**src/rtl/riscv_mem.sv**
```systemverilog
// riscv_mem: memory-access stage of the RISC-V pipeline.
// Accepts one instruction at a time from EX over rdy/ack, performs an optional
// data-bus load/store (byte-lane steering, load sign/zero extension) and
// presents one registered result per instruction to WB over rdy/ack.
//
// Ports:
//   clk, rstn                      clock, asynchronous active-low reset
//   ex_mem_rdy / ex_mem_ack        EX handshake (ex_mem_ack is combinational)
//   ex_mem_alu_op                  EX NOP flag, forwarded to mem_wb_alu_op
//   ex_mem_data                    ALU result / effective address
//   ex_mem_st_data                 store source data
//   ex_mem_ld_funct/ex_mem_st_funct load / store function codes
//   dmem_req/we/addr/be/wdata      data bus request (held until dmem_ack)
//   dmem_ack, dmem_rdata           data bus completion and read data
//   mem_wb_rdy / mem_wb_ack        WB handshake
//   mem_wb_alu_op, mem_wb_data     result payload
//   mem_wb_misalign                access was misaligned and suppressed

`ifndef RISCV_FUNCTIONS_VH
`define RISCV_FUNCTIONS_VH
`define LD_FUNCT_W 3
`define ST_FUNCT_W 2
`define LD_NOP 3'd0
`define LD_LB  3'd1
`define LD_LH  3'd2
`define LD_LW  3'd3
`define LD_LBU 3'd4
`define LD_LHU 3'd5
`define ST_NOP 2'd0
`define ST_SB  2'd1
`define ST_SH  2'd2
`define ST_SW  2'd3
`endif

module riscv_mem (
  input  logic                   clk,
  input  logic                   rstn,
  input  logic                   ex_mem_rdy,
  output logic                   ex_mem_ack,
  input  logic                   ex_mem_alu_op,
  input  logic [31:0]            ex_mem_data,
  input  logic [31:0]            ex_mem_st_data,
  input  logic [`LD_FUNCT_W-1:0] ex_mem_ld_funct,
  input  logic [`ST_FUNCT_W-1:0] ex_mem_st_funct,
  output logic                   dmem_req,
  output logic                   dmem_we,
  output logic [31:0]            dmem_addr,
  output logic [3:0]             dmem_be,
  output logic [31:0]            dmem_wdata,
  input  logic                   dmem_ack,
  input  logic [31:0]            dmem_rdata,
  output logic                   mem_wb_rdy,
  input  logic                   mem_wb_ack,
  output logic                   mem_wb_alu_op,
  output logic [31:0]            mem_wb_data,
  output logic                   mem_wb_misalign
);

  typedef enum logic {S_IDLE = 1'b0, S_ACCESS = 1'b1} state_t;

  state_t                 r_state,      w_state_nxt;
  logic                   r_dmem_req,   w_dmem_req_nxt;
  logic                   r_dmem_we,    w_dmem_we_nxt;
  logic [31:0]            r_dmem_addr,  w_dmem_addr_nxt;
  logic [3:0]             r_dmem_be,    w_dmem_be_nxt;
  logic [31:0]            r_dmem_wdata, w_dmem_wdata_nxt;
  logic [`LD_FUNCT_W-1:0] r_ld_funct,   w_ld_funct_nxt;
  logic [1:0]             r_lane,       w_lane_nxt;
  logic                   r_acc_alu_op, w_acc_alu_op_nxt;
  logic                   r_wb_rdy,     w_wb_rdy_nxt;
  logic                   r_wb_alu_op,  w_wb_alu_op_nxt;
  logic [31:0]            r_wb_data,    w_wb_data_nxt;
  logic                   r_wb_mis,     w_wb_mis_nxt;

  logic                   w_ex_mem_ack;
  logic                   w_st_valid, w_ld_valid, w_is_st, w_is_ld, w_misalign;
  logic [3:0]             w_st_be;
  logic [31:0]            w_st_wdata;
  logic [7:0]             w_byte;
  logic [15:0]            w_half;
  logic [31:0]            w_ld_result;

  // Accept only when idle and the result slot is free or draining this cycle.
  assign w_ex_mem_ack = (r_state == S_IDLE) && (!r_wb_rdy || mem_wb_ack);

  // Decode incoming function codes; a valid store takes precedence over a load.
  always_comb begin
    w_st_valid = (ex_mem_st_funct == `ST_SB) || (ex_mem_st_funct == `ST_SH) ||
                 (ex_mem_st_funct == `ST_SW);
    w_ld_valid = (ex_mem_ld_funct == `LD_LB)  || (ex_mem_ld_funct == `LD_LH)  ||
                 (ex_mem_ld_funct == `LD_LW)  || (ex_mem_ld_funct == `LD_LBU) ||
                 (ex_mem_ld_funct == `LD_LHU);
    w_is_st    = w_st_valid;
    w_is_ld    = w_ld_valid && !w_st_valid;
    w_misalign = 1'b0;
    w_st_be    = 4'h0;
    w_st_wdata = 32'h0;
    if (w_is_st) begin
      case (ex_mem_st_funct)
        `ST_SB: begin
          w_st_be    = 4'b0001 << ex_mem_data[1:0];
          w_st_wdata = {4{ex_mem_st_data[7:0]}};
        end
        `ST_SH: begin
          w_misalign = ex_mem_data[0];
          w_st_be    = ex_mem_data[1] ? 4'b1100 : 4'b0011;
          w_st_wdata = {2{ex_mem_st_data[15:0]}};
        end
        `ST_SW: begin
          w_misalign = (ex_mem_data[1:0] != 2'b00);
          w_st_be    = 4'hF;
          w_st_wdata = ex_mem_st_data;
        end
        default: ;
      endcase
    end else if (w_is_ld) begin
      case (ex_mem_ld_funct)
        `LD_LH, `LD_LHU: w_misalign = ex_mem_data[0];
        `LD_LW:          w_misalign = (ex_mem_data[1:0] != 2'b00);
        default:         ;
      endcase
    end
  end

  // Select the addressed lane of the read word and extend per load type.
  always_comb begin
    case (r_lane)
      2'd0:    w_byte = dmem_rdata[7:0];
      2'd1:    w_byte = dmem_rdata[15:8];
      2'd2:    w_byte = dmem_rdata[23:16];
      default: w_byte = dmem_rdata[31:24];
    endcase
    w_half = r_lane[1] ? dmem_rdata[31:16] : dmem_rdata[15:0];
    case (r_ld_funct)
      `LD_LB:  w_ld_result = {{24{w_byte[7]}}, w_byte};
      `LD_LH:  w_ld_result = {{16{w_half[15]}}, w_half};
      `LD_LW:  w_ld_result = dmem_rdata;
      `LD_LBU: w_ld_result = {24'h0, w_byte};
      `LD_LHU: w_ld_result = {16'h0, w_half};
      default: w_ld_result = 32'h0;
    endcase
  end

  // Next-state and next-output logic.
  always_comb begin
    w_state_nxt      = r_state;
    w_dmem_req_nxt   = r_dmem_req;
    w_dmem_we_nxt    = r_dmem_we;
    w_dmem_addr_nxt  = r_dmem_addr;
    w_dmem_be_nxt    = r_dmem_be;
    w_dmem_wdata_nxt = r_dmem_wdata;
    w_ld_funct_nxt   = r_ld_funct;
    w_lane_nxt       = r_lane;
    w_acc_alu_op_nxt = r_acc_alu_op;
    w_wb_rdy_nxt     = r_wb_rdy;
    w_wb_alu_op_nxt  = r_wb_alu_op;
    w_wb_data_nxt    = r_wb_data;
    w_wb_mis_nxt     = r_wb_mis;

    if (r_wb_rdy && mem_wb_ack) begin
      w_wb_rdy_nxt = 1'b0;
    end

    case (r_state)
      S_IDLE: begin
        if (ex_mem_rdy && w_ex_mem_ack) begin
          if ((w_is_st || w_is_ld) && !w_misalign) begin
            w_state_nxt      = S_ACCESS;
            w_dmem_req_nxt   = 1'b1;
            w_dmem_we_nxt    = w_is_st;
            w_dmem_addr_nxt  = {ex_mem_data[31:2], 2'b00};
            w_dmem_be_nxt    = w_is_st ? w_st_be : 4'hF;
            w_dmem_wdata_nxt = w_is_st ? w_st_wdata : 32'h0;
            w_ld_funct_nxt   = w_is_st ? `LD_NOP : ex_mem_ld_funct;
            w_lane_nxt       = ex_mem_data[1:0];
            w_acc_alu_op_nxt = ex_mem_alu_op;
          end else begin
            // NOP or suppressed misaligned access: result next cycle.
            w_wb_rdy_nxt    = 1'b1;
            w_wb_alu_op_nxt = ex_mem_alu_op;
            w_wb_data_nxt   = (w_is_st || w_is_ld) ? 32'h0 : ex_mem_data;
            w_wb_mis_nxt    = w_misalign;
          end
        end
      end
      S_ACCESS: begin
        if (dmem_ack) begin
          w_state_nxt     = S_IDLE;
          w_dmem_req_nxt  = 1'b0;
          w_wb_rdy_nxt    = 1'b1;
          w_wb_alu_op_nxt = r_acc_alu_op;
          w_wb_data_nxt   = r_dmem_we ? 32'h0 : w_ld_result;
          w_wb_mis_nxt    = 1'b0;
        end
      end
      default: w_state_nxt = S_IDLE;
    endcase
  end

  // State and output registers; reset abandons any outstanding access.
  always_ff @(posedge clk or negedge rstn) begin
    if (!rstn) begin
      r_state      <= S_IDLE;
      r_dmem_req   <= 1'b0;
      r_dmem_we    <= 1'b0;
      r_dmem_addr  <= 32'h0;
      r_dmem_be    <= 4'h0;
      r_dmem_wdata <= 32'h0;
      r_ld_funct   <= `LD_NOP;
      r_lane       <= 2'd0;
      r_acc_alu_op <= 1'b0;
      r_wb_rdy     <= 1'b0;
      r_wb_alu_op  <= 1'b0;
      r_wb_data    <= 32'h0;
      r_wb_mis     <= 1'b0;
    end else begin
      r_state      <= w_state_nxt;
      r_dmem_req   <= w_dmem_req_nxt;
      r_dmem_we    <= w_dmem_we_nxt;
      r_dmem_addr  <= w_dmem_addr_nxt;
      r_dmem_be    <= w_dmem_be_nxt;
      r_dmem_wdata <= w_dmem_wdata_nxt;
      r_ld_funct   <= w_ld_funct_nxt;
      r_lane       <= w_lane_nxt;
      r_acc_alu_op <= w_acc_alu_op_nxt;
      r_wb_rdy     <= w_wb_rdy_nxt;
      r_wb_alu_op  <= w_wb_alu_op_nxt;
      r_wb_data    <= w_wb_data_nxt;
      r_wb_mis     <= w_wb_mis_nxt;
    end
  end

  assign ex_mem_ack      = w_ex_mem_ack;
  assign dmem_req        = r_dmem_req;
  assign dmem_we         = r_dmem_we;
  assign dmem_addr       = r_dmem_addr;
  assign dmem_be         = r_dmem_be;
  assign dmem_wdata      = r_dmem_wdata;
  assign mem_wb_rdy      = r_wb_rdy;
  assign mem_wb_alu_op   = r_wb_alu_op;
  assign mem_wb_data     = r_wb_data;
  assign mem_wb_misalign = r_wb_mis;

endmodule

```
**config.mk**
```make
export PLATFORM = sky130hd
export DESIGN_NAME = riscv_mem
export DESIGN_NICKNAME = d
export VERILOG_FILES = /design/src/rtl/riscv_mem.sv
export SDC_FILE = /design/constraint.sdc
export NUM_CORES = 1
export LEC_CHECK = 0
export CAP_MARGIN = 0
export CORE_MARGIN = 2
export CORE_UTILIZATION = 45
export DETAILED_ROUTE_END_ITERATION = 7
export DONT_BUFFER_PORTS = 1
export GPL_TIMING_DRIVEN = 0
export PLACE_DENSITY = 0.61
export SYNTH_ARGS = -nofsm -noshare
export SYNTH_HDL_FRONTEND = slang
export SYNTH_SLANG_ARGS = --single-unit
```
**constraint.sdc**
```tcl
create_clock -name clk -period 2.05 [get_ports clk]
set_clock_uncertainty 0.05 [all_clocks]
set_input_delay 0.1025 -clock clk [delete_from_list [all_inputs] [get_ports clk]]
set_output_delay 0.1025 -clock clk [all_outputs]
set_load 0.03 [all_outputs]
```
==> run metrics, run 1 <==
number of buffers created by CTS=9; GR Overflow Total=0; H-tree depth=3; slowest stage delay, CP=roughly 0.48 ns; Startpoint Class=flop; Layout Cells excl Fill=811; most common cell after layout, fill and taps aside=dfrtp_1; fmax=0.458 GHz; ys flop type=dfrtp_1; Post-DP Area=roughly 6200 um^2; Root Driver=clkbuf_16; Slowest-stage cell, CP=dfrtp_2; Final setup viols=33; Final Total Pwr=8170 uW; syn_area_per_cell=between 10 and 15 um^2; Yosys warnings=0; critical path capture point type=flop; vias in the first global route=5,050; first-pass GRT wire length=27,900 um; R2R Path End=mem_wb_data[20]$_DFFE_PN0P_; static leakage=between 0.003 and 0.004 uW; Peak VDD IR=between 0.0005 and 0.0006 V; I/O Buffers=0; Cell Area, Synth=5930 um^2; max-cap viol count=0; worst-margin pin slew=about 0.62 ns; # clock sinks=110; drt first-iter violations=roughly 320; core area=12,700 um^2; Vias per Instance=~6; Yosys reg bits=110; Arr. time, crit path=approximately 2.4 ns; Final ANT Viol Nets=0; failing checks=hold timing, setup timing; share of layout cells above drive strength 1=0.264; clock latency on the worst-skew pair=0.35 ns; combinational power share=0.252; CTS clk-pin slew, worst paths=~0.07 ns; die width=119 um; setup slack after layout=-0.132 ns; dpl cells=731; class of the worst hold path=input pin to asynchronous set/reset pin; r2r worst-path depth=7; critical path class=flop to flop; max_slew headroom=0.588; initial antenna violation count=0; power share of the clock group=0.215; CTS Buffer Depth=2; die area=between 10,000 and 15,000 um^2; Initial Utilization=0.466; Post-CTS Hold Buffers=between 50 and 60; Design Area, Final=approximately 7200 um^2; fin crit share=1.06; synthesized instance count=roughly 560; Seq/Total Area, Yosys=0.464; dpl ws=-0.376 ns; CP cell instances=nor2b_4, or3b_4, o21ai_4, or2_1, buf_6, buf_12, mux2_4; CP Launch Point=mem_wb_rdy$_DFF_PN0_; NetSw=between 3000 and 4000 uW; io pins=213; FF-to-FF Start=mem_wb_rdy$_DFF_PN0_; GRT Util Overall=0.255; DR WL/cell=approximately 22 um; Pwr Density=1130 nW/um^2; Cell variety after synth=55; row cnt=about 40; switching part of the total=0.412; Worst Setup EP=mem_wb_data[20]$_DFFE_PN0P_; status=complete, but fails checks; largest net degree at the start of global routing=111; Async SR Flop Fraction=1.00; nets=approximately 740; DR vias=between 4,000 and 5,000; Synth-to-Final Area Change=21.9%; most frequent cells in the layout=dfrtp_1, nand2_1, o21ai_0; Tmin final=2.18 ns; CTS tree=yes; RePlAce Congestion=approximately 0.89; Post-synth EDFFs=0; critical path peak fanout=10; R2R Setup Slk=-0.13 ns; unrepaired setup endpoints after global routing=true; HPWL after DPL=13,000 um; DIE HEIGHT=119 um; Flop pwr share=0.533; Residual DRC=0; Worst Path Required=between 2 and 2.5 ns; fin. max-slew vios=0; Fin. Hold Viols=around 110; Pre-antenna DRT Iters=5; internal power=4800 uW; routed wire length=~18,000 um; ant diodes=0; Hold WS=-0.611 ns
[synthesized netlist by cell type, drive strengths merged (3+ instances only)]
cell	n	area (um^2)
nand3	3	15.0
dfrtp	110	2750
nor2b	6	45.0
a21oi	46	230
a221oi	8	70.1
mux2	82	1020
inv	4	15.0
o31ai	5	37.5
a22o	4	35.0
nand2	87	327
o21a	3	22.5
o21ai	71	359
nand2b	18	113
mux4	7	158
a222oi	7	70.1
buf	25	200
mux2i	4	40.0
clkbuf	19	71.3
nor2	9	33.8
and2	10	62.6
[per-layer routing]
| layer | routed length [um] | vias to the layer above | GRT usage |
|---|---|---|---|
| li1 | - | 2152 | - |
| met1 | 6560 | 2338 | 0.284 |
| met2 | 9030 | 244 | 0.444 |
| met3 | 1840 | 24 | 0.0910 |
| met4 | 411 | 0 | 0.102 |
| met5 | 0 | - | 0 |
[sequential cells by signal, summed over array words and instances, names as in the netlist]
name	cells
dmem_addr	30
dmem_be	4
dmem_req	1
dmem_wdata	32
dmem_we	1
mem_wb_alu_op	1
mem_wb_data	32
mem_wb_misalign	1
mem_wb_rdy	1
r_acc_alu_op	1
r_lane	2
r_ld_funct	3
r_state	1
[power groups by stage]
stage                     clock [uW]  combinational (uW)  sequential, uW
final                           1760                2060            4360
after global routing            1900                2240            4430
after CTS                       1800                1980            4360
after detailed placement           0                1790            4390
after global placement             0                1730            4390
after floorplan                    0                1460            4220
[stage by stage]
step                setup TNS (ns)  utilization
floorplan                -0.000504            -
global placement            -15.28        0.485
detailed placement          -20.34        0.485
CTS                          -4.26        0.560
global route                 -5.84        0.568
finish                       -3.50        0.568
[how the worst min path moves through the flow]
stage                                           end  slack (ns)  depth (start not counted)
after global placement     dmem_addr[9]$_DFFE_PN0P_       -0.24                          0
after global routing       dmem_addr[9]$_DFFE_PN0P_       -0.63                          0
final                      dmem_addr[9]$_DFFE_PN0P_       -0.61                          0
after floorplan           dmem_addr[10]$_DFFE_PN0P_       -0.24                          0
after detailed placement  dmem_addr[10]$_DFFE_PN0P_       -0.24                          0
after CTS                 dmem_addr[10]$_DFFE_PN0P_       -0.62                          0
[critical path, delay by kind of cell, from the launching register on]
| kind | cells | cell delay (ns) |
|---|---|---|
| muxes | 1 | 0.31 |
| and+or+nand+nor | 3 | 0.72 |
| DFF | 1 | 0.48 |
| AOI/OAI and AO/OA | 1 | 0.19 |
| buffers and inverters | 2 | 0.31 |
[timing repair]
item	CTS	global route
setup buffers	8	5
pin swaps	5	7
endpoints found under the hold margin	200	111
cloned	0	0
endpoints found under the setup margin	108	69
resized for setup	24	17
[cells by family (layout without fill, tap and decap cells)]
logic type | Yosys count | in the layout | synth area share
and+or+nand+nor | 146 | 146 | 0.118
muxes | 93 | 93 | 0.206
xor gates and xnor gates | 2 | 2 | 0.00295
other | 1 | 2 | 0.000632
AOI/OAI and AO/OA | 158 | 158 | 0.160
buffers and inverters | 48 | 128 | 0.0483
DFF | 110 | 110 | 0.464
[final cells by class]
| type | count | area (um^2) |
|---|---|---|
| Fill cell | 1119 | 5490 |
| Multi-Input combinational cell | 401 | 3010 |
| Sequential cell | 110 | 2760 |
| Timing Repair Buffer | 65 | 626 |
| Buffer | 43 | 320 |
| Clock buffer | 12 | 246 |
| Tap cell | 172 | 215 |
| Clock inverter | 4 | 47.5 |
| Inverter | 4 | 15.0 |
Power figures use the tool's default switching activity.
==> inputs of run 2 (changes only) <==
- REMOVE_ABC_BUFFERS: not set -> 1
==> run metrics, run 2 (same netlist as run 1, synthesis figures left out) <==
CTS clk-pin slew, worst paths=roughly 0.070 ns; dpl ws=-0.991 ns; nets=between 700 and 800; fin crit share=1.04; critical path peak fanout=16; Tmin final=approximately 2.1 ns; Peak VDD IR=0.000597 V; max_slew headroom=0.481; io pins=213; Vias per Instance=5.78; Fin. Hold Viols=110; DIE HEIGHT=119 um; GRT Util Overall=0.245; drt first-iter violations=between 200 and 250; Slowest-stage cell, CP=dfrtp_2; CTS Buffer Depth=2; die area=approximately 14,000 um^2; slowest stage delay, CP=0.48 ns; dpl cells=692; RePlAce Congestion=0.811; GR Overflow Total=0; unrepaired setup endpoints after global routing=true; worst-margin pin slew=just under 0.8 ns; Root Driver=clkbuf_16; HPWL after DPL=10,900 um; Pre-antenna DRT Iters=5; Arr. time, crit path=about 2.3 ns; delay-heaviest family, CP=simple AND/OR/NAND/NOR gates; Hold WS=-0.618 ns; first-pass GRT wire length=roughly 27,000 um; status=complete, but fails checks; max-cap viol count=0; FF-to-FF Start=mem_wb_rdy$_DFF_PN0_; I/O Buffers=0; largest net degree at the start of global routing=111; most common cell after layout, fill and taps aside=dfrtp_1; static leakage=~0.0031 uW; die width=about 120 um; CTS tree=yes; critical path capture point type=flop; CP Depth=6; Final ANT Viol Nets=0; fin. max-slew vios=0; r2r worst-path depth=6; Residual DRC=0; worst path bufs/invs=1; Final setup viols=20; share of layout cells above drive strength 1=0.274; Worst Path Required=approximately 2.2 ns; Final Total Pwr=8380 uW; DR WL/cell=roughly 21 um; row cnt=about 40; failing checks=hold timing, setup timing; Pwr Density=around 1100 nW/um^2; Fillers=between 1,000 and 1,500; Layout Cells excl Fill=slightly above 800; Startpoint Class=flop; Synth-to-Final Area Change=28.6%; setup slack after layout=-0.0767 ns; # clock sinks=110; class of the worst hold path=input pin to asynchronous set/reset pin; clock latency on the worst-skew pair=0.35 ns; H-tree depth=3; ant diodes=0; most frequent cells in the layout=dfrtp_1, nand2_1, dlygate4sd3_1; vias in the first global route=5,133; core area=roughly 13,000 um^2; CP cell instances=nor2b_4, or3b_4, o21ai_4, or2_4, buf_16, mux2_2; number of buffers created by CTS=9; initial antenna violation count=0; fmax=0.470 GHz; CP Launch Point=mem_wb_rdy$_DFF_PN0_; DR vias=4,733; Initial Utilization=0.466; routed wire length=~17,000 um; critical path class=flop to flop
run 2: path summary, 6_finish.rpt:
check / end / slack, ns
min reg2reg: r_acc_alu_op$_DFFE_PN0P_ / 0.47
min: dmem_addr[13]$_DFFE_PN0P_ / -0.62
max: mem_wb_data[0]$_DFFE_PN0P_ / -0.08
max in group asynchronous: dmem_addr[23]$_DFFE_PN0P_ / 2.44
max reg2reg: mem_wb_data[0]$_DFFE_PN0P_ / -0.08
min in group clk: mem_wb_data[30]$_DFFE_PN0P_ / 0.01
run 2: per-stage QoR:
step | area, um^2 | util | setup TNS [ns]
final | 7630 | 0.600 | -0.801
after global placement | 5880 | 0.462 | -246.42
after global routing | 7630 | 0.600 | -2.84
after floorplan | 5670 | - | -155.91
after CTS | 7450 | 0.585 | -0.930
after detailed placement | 6000 | 0.472 | -54.76
run 2: cell type report:
class | instances | area (um^2) | area share
Clock buffer | 10 | 229 | 0.0300
Clock inverter | 6 | 62.6 | 0.00820
Inverter | 4 | 18.8 | 0.00246
Multi-Input combinational cell | 403 | 3150 | 0.412
Sequential cell | 110 | 2770 | 0.363
Tap cell | 172 | 215 | 0.0282
Timing Repair Buffer | 114 | 1190 | 0.156
run 2: what timing repair did:
| item | CTS | global route |
|---|---|---|
| gates resized for setup | 39 | 22 |
| pin swaps | 8 | 8 |
| endpoints found under the setup margin | 108 | 33 |
| hold endpoints to repair | 218 | 111 |
| cloned | 1 | 2 |
| hold buffers | 78 | 1 |
| buffers inserted | 19 | 10 |
run 2: layer usage:
layer / wire length (um) / share of wire / vias to the layer above / global-route usage
li1: - / - / 2178 / -
met1: 6680 / 0.38 / 2346 / 0.272
met2: 8670 / 0.50 / 191 / 0.427
met3: 1720 / 0.099 / 18 / 0.0948
met4: 307 / 0.018 / 0 / 0.0841
met5: 0 / 0 / - / 0
run 2: where the power goes:
group          leakage, uW  internal (uW)  total [uW]  switching [uW]
Combinational      0.00161           1240        2240             998
Sequential         0.00139           2760        4390            1630
Clock             0.000146            947        1760             814
Total              0.00315           4940        8380            3440
==> inputs of run 3 (changes only) <==
- CORE_UTILIZATION: 45 -> 31
- PLACE_DENSITY: 0.61 -> not set
- PLACE_DENSITY_LB_ADDON: not set -> 0.3
==> run metrics, run 3 (same netlist as run 1, synthesis figures left out) <==
status=complete, but fails checks; failing checks=hold timing, setup timing; final core occ=0.418; DIE HEIGHT=142 um; DR vias=roughly 4,800; die area=just over 20,000 um^2; worst-margin pin slew=0.729 ns; Peak VDD IR=approximately 0.00054 V; io pins=about 210; Tmin final=between 2 and 2.5 ns; initial antenna violation count=1; RePlAce Congestion=0.821; vias in the first global route=4,939; Residual DRC=0; critical path peak fanout=5; Post-CTS Hold Buffers=75; H-tree depth=3; R2R Setup Slk=-0.11 ns; unrepaired setup endpoints after global routing=true; Synth-to-Final Area Change=32.1%; first-pass GRT wire length=approximately 28,000 um; max-cap viol count=0; Final setup viols=33; static leakage=0.00325 uW; critical path class=flop to flop; Pwr Density=between 1000 and 1500 nW/um^2; CP Launch Point=mem_wb_rdy$_DFF_PN0_; largest net degree at the start of global routing=about 110; Startpoint Class=flop; Root Driver=clkbuf_16; FF-to-FF Start=mem_wb_rdy$_DFF_PN0_; fmax=between 0.4 and 0.5 GHz; most frequent cells in the layout=dfrtp_1, nand2_1, dlygate4sd3_1; class of the worst hold path=input pin to asynchronous set/reset pin; critical path capture point type=flop; CTS clk-pin slew, worst paths=approximately 0.070 ns; R2R Path End=mem_wb_data[9]$_DFFE_PN0P_; row cnt=50; dpl ws=-1.16 ns; Final ANT Viol Nets=0; Worst Path Required=between 2 and 2.5 ns; Vias per Instance=approximately 5.4; Initial Utilization=0.316; nets=roughly 760; CTS Buffer Depth=2; Fin. Hold Viols=110; Pre-antenna DRT Iters=4; Arr. time, crit path=approximately 2.4 ns; GR Overflow Total=0; routed wire length=18,900 um; share of layout cells above drive strength 1=0.287; CTS tree=yes; GRT Util Overall=0.182; most common cell after layout, fill and taps aside=dfrtp_1; setup slack after layout=-0.112 ns; max_slew headroom=0.513; # clock sinks=110; number of buffers created by CTS=9; HPWL after DPL=12,200 um; clock latency on the worst-skew pair=around 0.35 ns; fin crit share=1.05; core area=between 15,000 and 20,000 um^2; DR WL/cell=between 20 and 25 um; fin. max-slew vios=0; Worst Setup EP=mem_wb_data[9]$_DFFE_PN0P_; r2r worst-path depth=7; die width=approximately 140 um; Hold WS=-0.605 ns; ant diodes=0; I/O Buffers=0; drt first-iter violations=about 220
==> run 3: cell type report <==
class / count / area [um^2]
Clock buffer: 12 / 256
Clock inverter: 3 / 67.6
Fill cell: 1743 / 10900
Inverter: 4 / 15.0
Multi-Input combinational cell: 401 / 3090
Sequential cell: 110 / 2770
Tap cell: 234 / 293
Timing Repair Buffer: 128 / 1350
==> run 3: metrics by stage <==
step	cells	power [uW]	instance area, um^2	TNS (ns)
2_1_floorplan	515	5550	5670	-155.91
3_3_place_gp	749	5960	5960	-252.31
3_5_place_dp	754	6040	6070	-54.75
4_1_cts	878	8580	7650	-2.83
5_1_grt	892	9100	7840	-4.36
6_report	892	8650	7840	-2.78
==> run 3: timing repair <==
action | CTS | global route
gates cloned | 3 | 1
hold endpoints to repair | 217 | 110
setup buffers | 31 | 13
gates resized for setup | 44 | 13
pin swaps | 10 | 6
setup endpoints to repair | 108 | 33
==> run 3: power by group <==
part | switching [uW] | internal [uW] | leakage (uW) | total (uW)
Clock | 778 | 1130 | 0.000155 | 1910
Combinational | 1010 | 1330 | 0.00170 | 2350
Sequential | 1630 | 2760 | 0.00139 | 4390
==> run 3: worst max-delay path: stages (launching register included) <==
cell       delay (ns)
dfrtp_2          0.48
nor2b_4          0.17
or3b_4           0.41
nor3_4           0.15
or2_4            0.19
buf_12           0.13
clkbuf_16        0.16
mux2_4           0.29
==> run 3: how the worst min path moves through the flow <==
stage | from | endpoint | slack, ns | cells past startpoint
6_report | rstn | dmem_addr[12]$_DFFE_PN0P_ | -0.61 | 0
4_1_cts | rstn | dmem_addr[29]$_DFFE_PN0P_ | -0.63 | 0
5_1_grt | rstn | mem_wb_data[30]$_DFFE_PN0P_ | -0.64 | 0
3_3_place_gp | rstn | dmem_addr[12]$_DFFE_PN0P_ | -0.24 | 0
2_1_floorplan | rstn | dmem_addr[10]$_DFFE_PN0P_ | -0.24 | 0
3_5_place_dp | rstn | dmem_addr[12]$_DFFE_PN0P_ | -0.24 | 0
==> run 3: metal layers <==
layer	part of all wire	global-route usage	vias to the layer above	wire (um)
met5	0.00074	0	-	14
met4	0.026	0.0688	2	494
met3	0.10	0.0787	26	1980
met2	0.48	0.310	229	9040
met1	0.39	0.202	2372	7350
li1	-	-	2193	-
